<file path="src/rtl/word_unpacker_if.sv">
// Handshake bundle for word_unpacker: word side from the FIFO, beat side to the consumer.
// parity_out is present only when WORD_UNPACKER_PARITY_EN is defined.
interface word_unpacker_if #(
    parameter int BYTES  = 4,
    parameter int BYTE_W = 8
);
    logic [BYTES*BYTE_W-1:0] data_in;
    logic                    valid_in;
    logic                    in_ready;
    logic [BYTE_W-1:0]       data_out;
    logic                    valid_out;
    logic                    out_ready;
    logic                    last_out;
`ifdef WORD_UNPACKER_PARITY_EN
    logic                    parity_out;

    // master is the surrounding FIFO/consumer pair, slave is the unpacker
    modport master (output data_in, valid_in, out_ready,
                    input  in_ready, data_out, valid_out, last_out, parity_out);
    modport slave  (input  data_in, valid_in, out_ready,
                    output in_ready, data_out, valid_out, last_out, parity_out);
`else
    modport master (output data_in, valid_in, out_ready,
                    input  in_ready, data_out, valid_out, last_out);
    modport slave  (input  data_in, valid_in, out_ready,
                    output in_ready, data_out, valid_out, last_out);
`endif
endinterface

</file>
<file path="src/rtl/word_unpacker.sv">
// Parallel-in/serial-out unpacker: one BYTES*BYTE_W word in, BYTES registered beats out.
// Optional registered even-parity output enabled by WORD_UNPACKER_PARITY_EN.
module word_unpacker #(
    parameter int BYTES     = 4,
    parameter int BYTE_W    = 8,
    parameter int MSB_FIRST = 1
) (
    input  logic            clk,
    input  logic            rst,
    word_unpacker_if.slave  bus
);
    localparam int WORD_W = BYTES * BYTE_W;
    localparam int CNT_W  = (BYTES > 1) ? $clog2(BYTES) : 1;
    localparam logic [CNT_W-1:0] LAST_CNT = CNT_W'(BYTES - 1);

    typedef enum logic {IDLE, SHIFT} state_t;

    state_t             state, state_nxt;
    logic [WORD_W-1:0]  shift_q, shift_nxt;
    logic [CNT_W-1:0]   count_q, count_nxt;
    logic [BYTE_W-1:0]  data_q, data_nxt;
    logic               valid_q, valid_nxt;
    logic               last_q, last_nxt;
    logic               beat_xfer;
    logic               in_ready;

    function automatic logic [BYTE_W-1:0] head(input logic [WORD_W-1:0] w);
        if (MSB_FIRST != 0)
            return w[WORD_W-1 -: BYTE_W];
        else
            return w[BYTE_W-1:0];
    endfunction

    function automatic logic [WORD_W-1:0] drop(input logic [WORD_W-1:0] w);
        if (MSB_FIRST != 0)
            return w << BYTE_W;
        else
            return w >> BYTE_W;
    endfunction

    // Ready to take a word when empty or when the final beat leaves this cycle.
    assign beat_xfer = valid_q & bus.out_ready;
    assign in_ready  = rst & ((state == IDLE) | (beat_xfer & last_q));

    always_comb begin
        state_nxt = state;
        shift_nxt = shift_q;
        count_nxt = count_q;
        data_nxt  = data_q;
        valid_nxt = valid_q;
        last_nxt  = last_q;
        case (state)
            IDLE: begin
                if (bus.valid_in) begin
                    state_nxt = SHIFT;
                    data_nxt  = head(bus.data_in);
                    shift_nxt = drop(bus.data_in);
                    count_nxt = '0;
                    valid_nxt = 1'b1;
                    last_nxt  = (BYTES == 1);
                end
            end
            SHIFT: begin
                if (beat_xfer && !last_q) begin
                    data_nxt  = head(shift_q);
                    shift_nxt = drop(shift_q);
                    count_nxt = count_q + 1'b1;
                    last_nxt  = (count_nxt == LAST_CNT);
                end else if (beat_xfer && bus.valid_in) begin
                    data_nxt  = head(bus.data_in);
                    shift_nxt = drop(bus.data_in);
                    count_nxt = '0;
                    valid_nxt = 1'b1;
                    last_nxt  = (BYTES == 1);
                end else if (beat_xfer) begin
                    state_nxt = IDLE;
                    data_nxt  = '0;
                    shift_nxt = '0;
                    count_nxt = '0;
                    valid_nxt = 1'b0;
                    last_nxt  = 1'b0;
                end
            end
            default: state_nxt = IDLE;
        endcase
    end

    always_ff @(posedge clk or negedge rst) begin
        if (!rst) begin
            state   <= IDLE;
            shift_q <= '0;
            count_q <= '0;
            data_q  <= '0;
            valid_q <= 1'b0;
            last_q  <= 1'b0;
        end else begin
            state   <= state_nxt;
            shift_q <= shift_nxt;
            count_q <= count_nxt;
            data_q  <= data_nxt;
            valid_q <= valid_nxt;
            last_q  <= last_nxt;
        end
    end

`ifdef WORD_UNPACKER_PARITY_EN
    logic parity_q;

    // Parity tracks the next beat so it lands in the same cycle as data_out.
    always_ff @(posedge clk or negedge rst) begin
        if (!rst)
            parity_q <= 1'b0;
        else
            parity_q <= ^data_nxt;
    end

    assign bus.parity_out = parity_q;
`endif

    assign bus.in_ready  = in_ready;
    assign bus.data_out  = data_q;
    assign bus.valid_out = valid_q;
    assign bus.last_out  = last_q;
endmodule

</file>
<file path="src/flat_wrapper.sv">
// flat-port wrapper written by rule: the top's interface ports become plain ports
module word_unpacker_flat 
#(
    parameter int BYTES     = 4,
    parameter int BYTE_W    = 8,
    parameter int MSB_FIRST = 1
)
  (clk, rst, bus_data_in, bus_valid_in, bus_out_ready, bus_in_ready, bus_data_out, bus_valid_out, bus_last_out);
  word_unpacker_if #(.BYTES(BYTES), .BYTE_W(BYTE_W)) bus_i ();
  input  logic clk;
  input  logic rst;
  input wire logic [$bits(bus_i.data_in)-1:0] bus_data_in;
  input wire logic [$bits(bus_i.valid_in)-1:0] bus_valid_in;
  input wire logic [$bits(bus_i.out_ready)-1:0] bus_out_ready;
  output wire logic [$bits(bus_i.in_ready)-1:0] bus_in_ready;
  output wire logic [$bits(bus_i.data_out)-1:0] bus_data_out;
  output wire logic [$bits(bus_i.valid_out)-1:0] bus_valid_out;
  output wire logic [$bits(bus_i.last_out)-1:0] bus_last_out;
  assign bus_i.data_in = bus_data_in;
  assign bus_i.valid_in = bus_valid_in;
  assign bus_i.out_ready = bus_out_ready;
  assign bus_in_ready = bus_i.in_ready;
  assign bus_data_out = bus_i.data_out;
  assign bus_valid_out = bus_i.valid_out;
  assign bus_last_out = bus_i.last_out;
  word_unpacker #(.BYTES(BYTES), .BYTE_W(BYTE_W), .MSB_FIRST(MSB_FIRST)) u_core (.clk(clk), .rst(rst), .bus(bus_i));
endmodule
</file>
<file path="config.mk">
export PLATFORM = sky130hd
export DESIGN_NAME = word_unpacker_flat
export DESIGN_NICKNAME = d
export VERILOG_FILES = /design/src/rtl/word_unpacker_if.sv /design/src/rtl/word_unpacker.sv /design/src/flat_wrapper.sv
export SDC_FILE = /design/constraint.sdc
export NUM_CORES = 1
export LEC_CHECK = 0
export ABC_AREA = 1
export BUFFER_PORTS_ARGS = -buffer_cell sky130_fd_sc_hd__buf_4
export CAP_MARGIN = 20
export CORE_ASPECT_RATIO = 0.7
export CORE_UTILIZATION = 56
export DETAILED_ROUTE_END_ITERATION = 10
export PLACE_DENSITY = 0.9
export SLEW_MARGIN = 10
export SYNTH_ARGS = -nofsm -noshare
export SYNTH_HDL_FRONTEND = slang
export SYNTH_SLANG_ARGS = --single-unit
</file>
<file path="constraint.sdc">
create_clock -name clk -period 2.6 [get_ports clk]
set_input_delay 0.52 -clock clk [delete_from_list [all_inputs] [get_ports clk]]
set_output_delay 0.52 -clock clk [all_outputs]
set_load 0.02 [all_outputs]
</file>
==> results.txt <==
Status = finished, violations left
Failing checks = DRC
Top sig layer = met4
Root Driver = clkbuf_8
Initial Utilization = 59.5%
Routed WL = 3.96 mm
Met3 wire len = 272 um
CP Max Fanout = 4
H-tree depth = 2
Initial DRC count = 153
Nets = 350
Synth unique cells = 14
Mapped Avg Cell Area = 7.04 um^2
Clk_skew = 5.00 ps
Latest clock arrival within the worst-skew pair = 290 ps
Min Tclk post-route = 1840 ps
Die Span Y = 50.6 um
TritonCTS sink count = 37
CP startpoint = u_core.bus.valid_out
Gr usage total = 25.9%
Vias = 1742
DR WL/cell = 11.2 um
Hold Crit Class = in -> async
IO Pins = 47
Chip width = 71.4 um
Clk slew on worst S/H paths = 70 ps
Initial antenna violation count = 0
First-pass GRT wire length = 7.05 mm
Met1 WL = 1.78 mm
Syn-to-layout area delta = 23.9%
Core footprint = 0.00317 mm^2
Synthesized cell area = 0.00189 mm^2
Mapped Cells = 268
CTS max path bufs = 2
HPWL after DPL = 2.69 mm
Post-CTS setup buffers = 0
IO Port Bufs = 46
# rows = 17
Cts hold-fix bufs = 0
Remaining DRCs = 4
Setup TNS = 0 ps
Data required time of the worst path = 2080 ps
R2r startpoint = u_core.bus.valid_out
Drt pass-1 iters = 7
Max stage delay on crit path = 370 ps
Largest net degree at the start of global routing = 38
Layout cell share with drive strength beyond 1 = 18.5%
Synth Net Count = 305
Leak = 1.28 nW
Synth top area cells = dfrtp_1 49%, nor2_1 18%, nand2_1 13%, nand3_1 7.2%, inv_1 5.4%
Crit Path Category = reg -> out
Diodes inserted = 0
Sequential area share after synthesis = 49.1%
Gr ovfl total = 0
Die Area = 0.00361 mm^2
Synthesized flop and latch total = 37
Design area = 0.00234 mm^2
Unrepaired setup endpoints after global routing = false
Critical path arrival = 1320 ps
Max IR drop VDD = 0.453 mV
Final Max Tran Viols = 0
Yosys top cell area share = 49.1%
TritonCTS clock tree = built
Post-cts gate resize count = 0
Flop2flop setup slack = 900 ps
Vias in the first global route = 1685
# setup viols final = 0
Cell Chain, Critical Path = nand2_1 -> o21ai_0 -> and2_1 -> buf_4
Leading area contributor after synthesis = dfrtp_1
Critical Path Start Type = register
Syn. warnings = 0
Rel. slew slack = 60.8%
Final Hold Vio Count = 0
Crit. End Element = output pin
Placer Congestion = 0.767
Crit-path slowest cell = dfrtp_1
Period Utilization, post-route = 70.8%
Post-route ant nets = 0
Area after DPL = 0.00226 mm^2
Measured slew at the worst slew-check pin = 587 ps
Pwr Density = 908 mW/mm^2
Achievable clock frequency = 543 MHz
Max cap viols = 0
Cts bufs inserted = 5
Met2 WL = 1.85 mm
Vias per inst = 4.95
-- metal layers --
| metal | track usage, % | vias to the layer above |
|---|---|---|
| met5 | 0 | - |
| met4 | 12.7 | 0 |
| met3 | 7.63 | 6 |
| met2 | 42.2 | 52 |
| met1 | 31.7 | 791 |
| li1 | - | 893 |
-- logic make-up (layout without fill, tap and decap cells) --
kind of cell	after synthesis	after routing	share of synthesized area, %
AND/OR/NAND/NOR	183	183	38.9
buffers and inverters	40	86	9.55
flip-flops	37	37	49.1
AO/OA/AOI/OAI	7	7	1.86
adder cells (fa/ha/maj)	1	1	0.663
-- layout by cell type, fill, tap and decap left out, drive strengths merged --
cell type / synthesis / final
o21ai: 6 / 6
clkinv: 1 / 1
clkbuf: 0 / 8
and2: 1 / 1
buf: 12 / 50
nand3: 27 / 27
ha: 1 / 1
inv: 27 / 27
nand2: 64 / 64
nor2: 91 / 91
dfrtp: 37 / 37
a21oi: 1 / 1
-- worst max-delay path, delay by kind of cell, from the launching register on --
family,cells,cell delay (ps)
buffers and inverters,1,130
and+or+nand+nor,2,300
AOI/OAI and AO/OA,1,230
DFF,1,370
-- registers in the layout (all words and copies together), names as in the netlist --
signal and flops:
u_core.shift_q 24, u_core.bus.data_out 8, u_core.count_q 2, u_core.bus.last_out 1, u_core.bus.valid_out 1, u_core.state 1
-- worst paths after layout --
path	end	cells after the start
max in group asynchronous	u_core.shift_q[10]	2
min reg2reg	u_core.shift_q[10]	2
min in group clk	u_core.shift_q[10]	3
max	bus_in_ready	4
max reg2reg	u_core.shift_q[30]	7
min	u_core.bus.last_out	2
-- cell usage after synthesis --
cell      count
nor2_1       89
nand2_1      64
dfrtp_1      37
inv_1        27
nand3_1      27
buf_2         6
buf_4         6
o21ai_0       6
a21oi_1       1
and2_1        1
clkinv_1      1
ha_1          1
nor2_2        1
nor2_4        1
-- power by group --
| group | internal, W | switching (W) | leakage (nW) | total (W) |
|---|---|---|---|---|
| combinational | 0.000331 | 0.000483 | 0.777 | 0.000814 |
| clock | 0.000190 | 0.000194 | 0.0395 | 0.000384 |
| sequential | 0.000800 | 0.000124 | 0.460 | 0.000924 |
| total | 0.00132 | 0.000801 | 1.28 | 0.00212 |
-- per-stage QoR --
stage	util (%)	hold WS, ps	power (W)	setup slack (ps)	std cells
after floorplan	-	224	0.00148	1060	268
after global routing	73.8	297	0.00229	623	352
after global placement	71.3	466	0.00171	795	344
after CTS	73.8	280	0.00214	742	352
final	73.8	263	0.00212	758	352
after detailed placement	71.3	469	0.00175	694	344
-- area by class of cell --
| class | instances | area, um^2 |
|---|---|---|
| sequential | 37 | 926 |
| fill | 271 | 831 |
| timing repair buffer | 50 | 388 |
| inverter | 28 | 105 |
| clock buffer | 8 | 80.1 |
| multi-input combinational | 191 | 792 |
| tap | 38 | 47.5 |
Note: power is estimated with default switching activity, not from simulation.
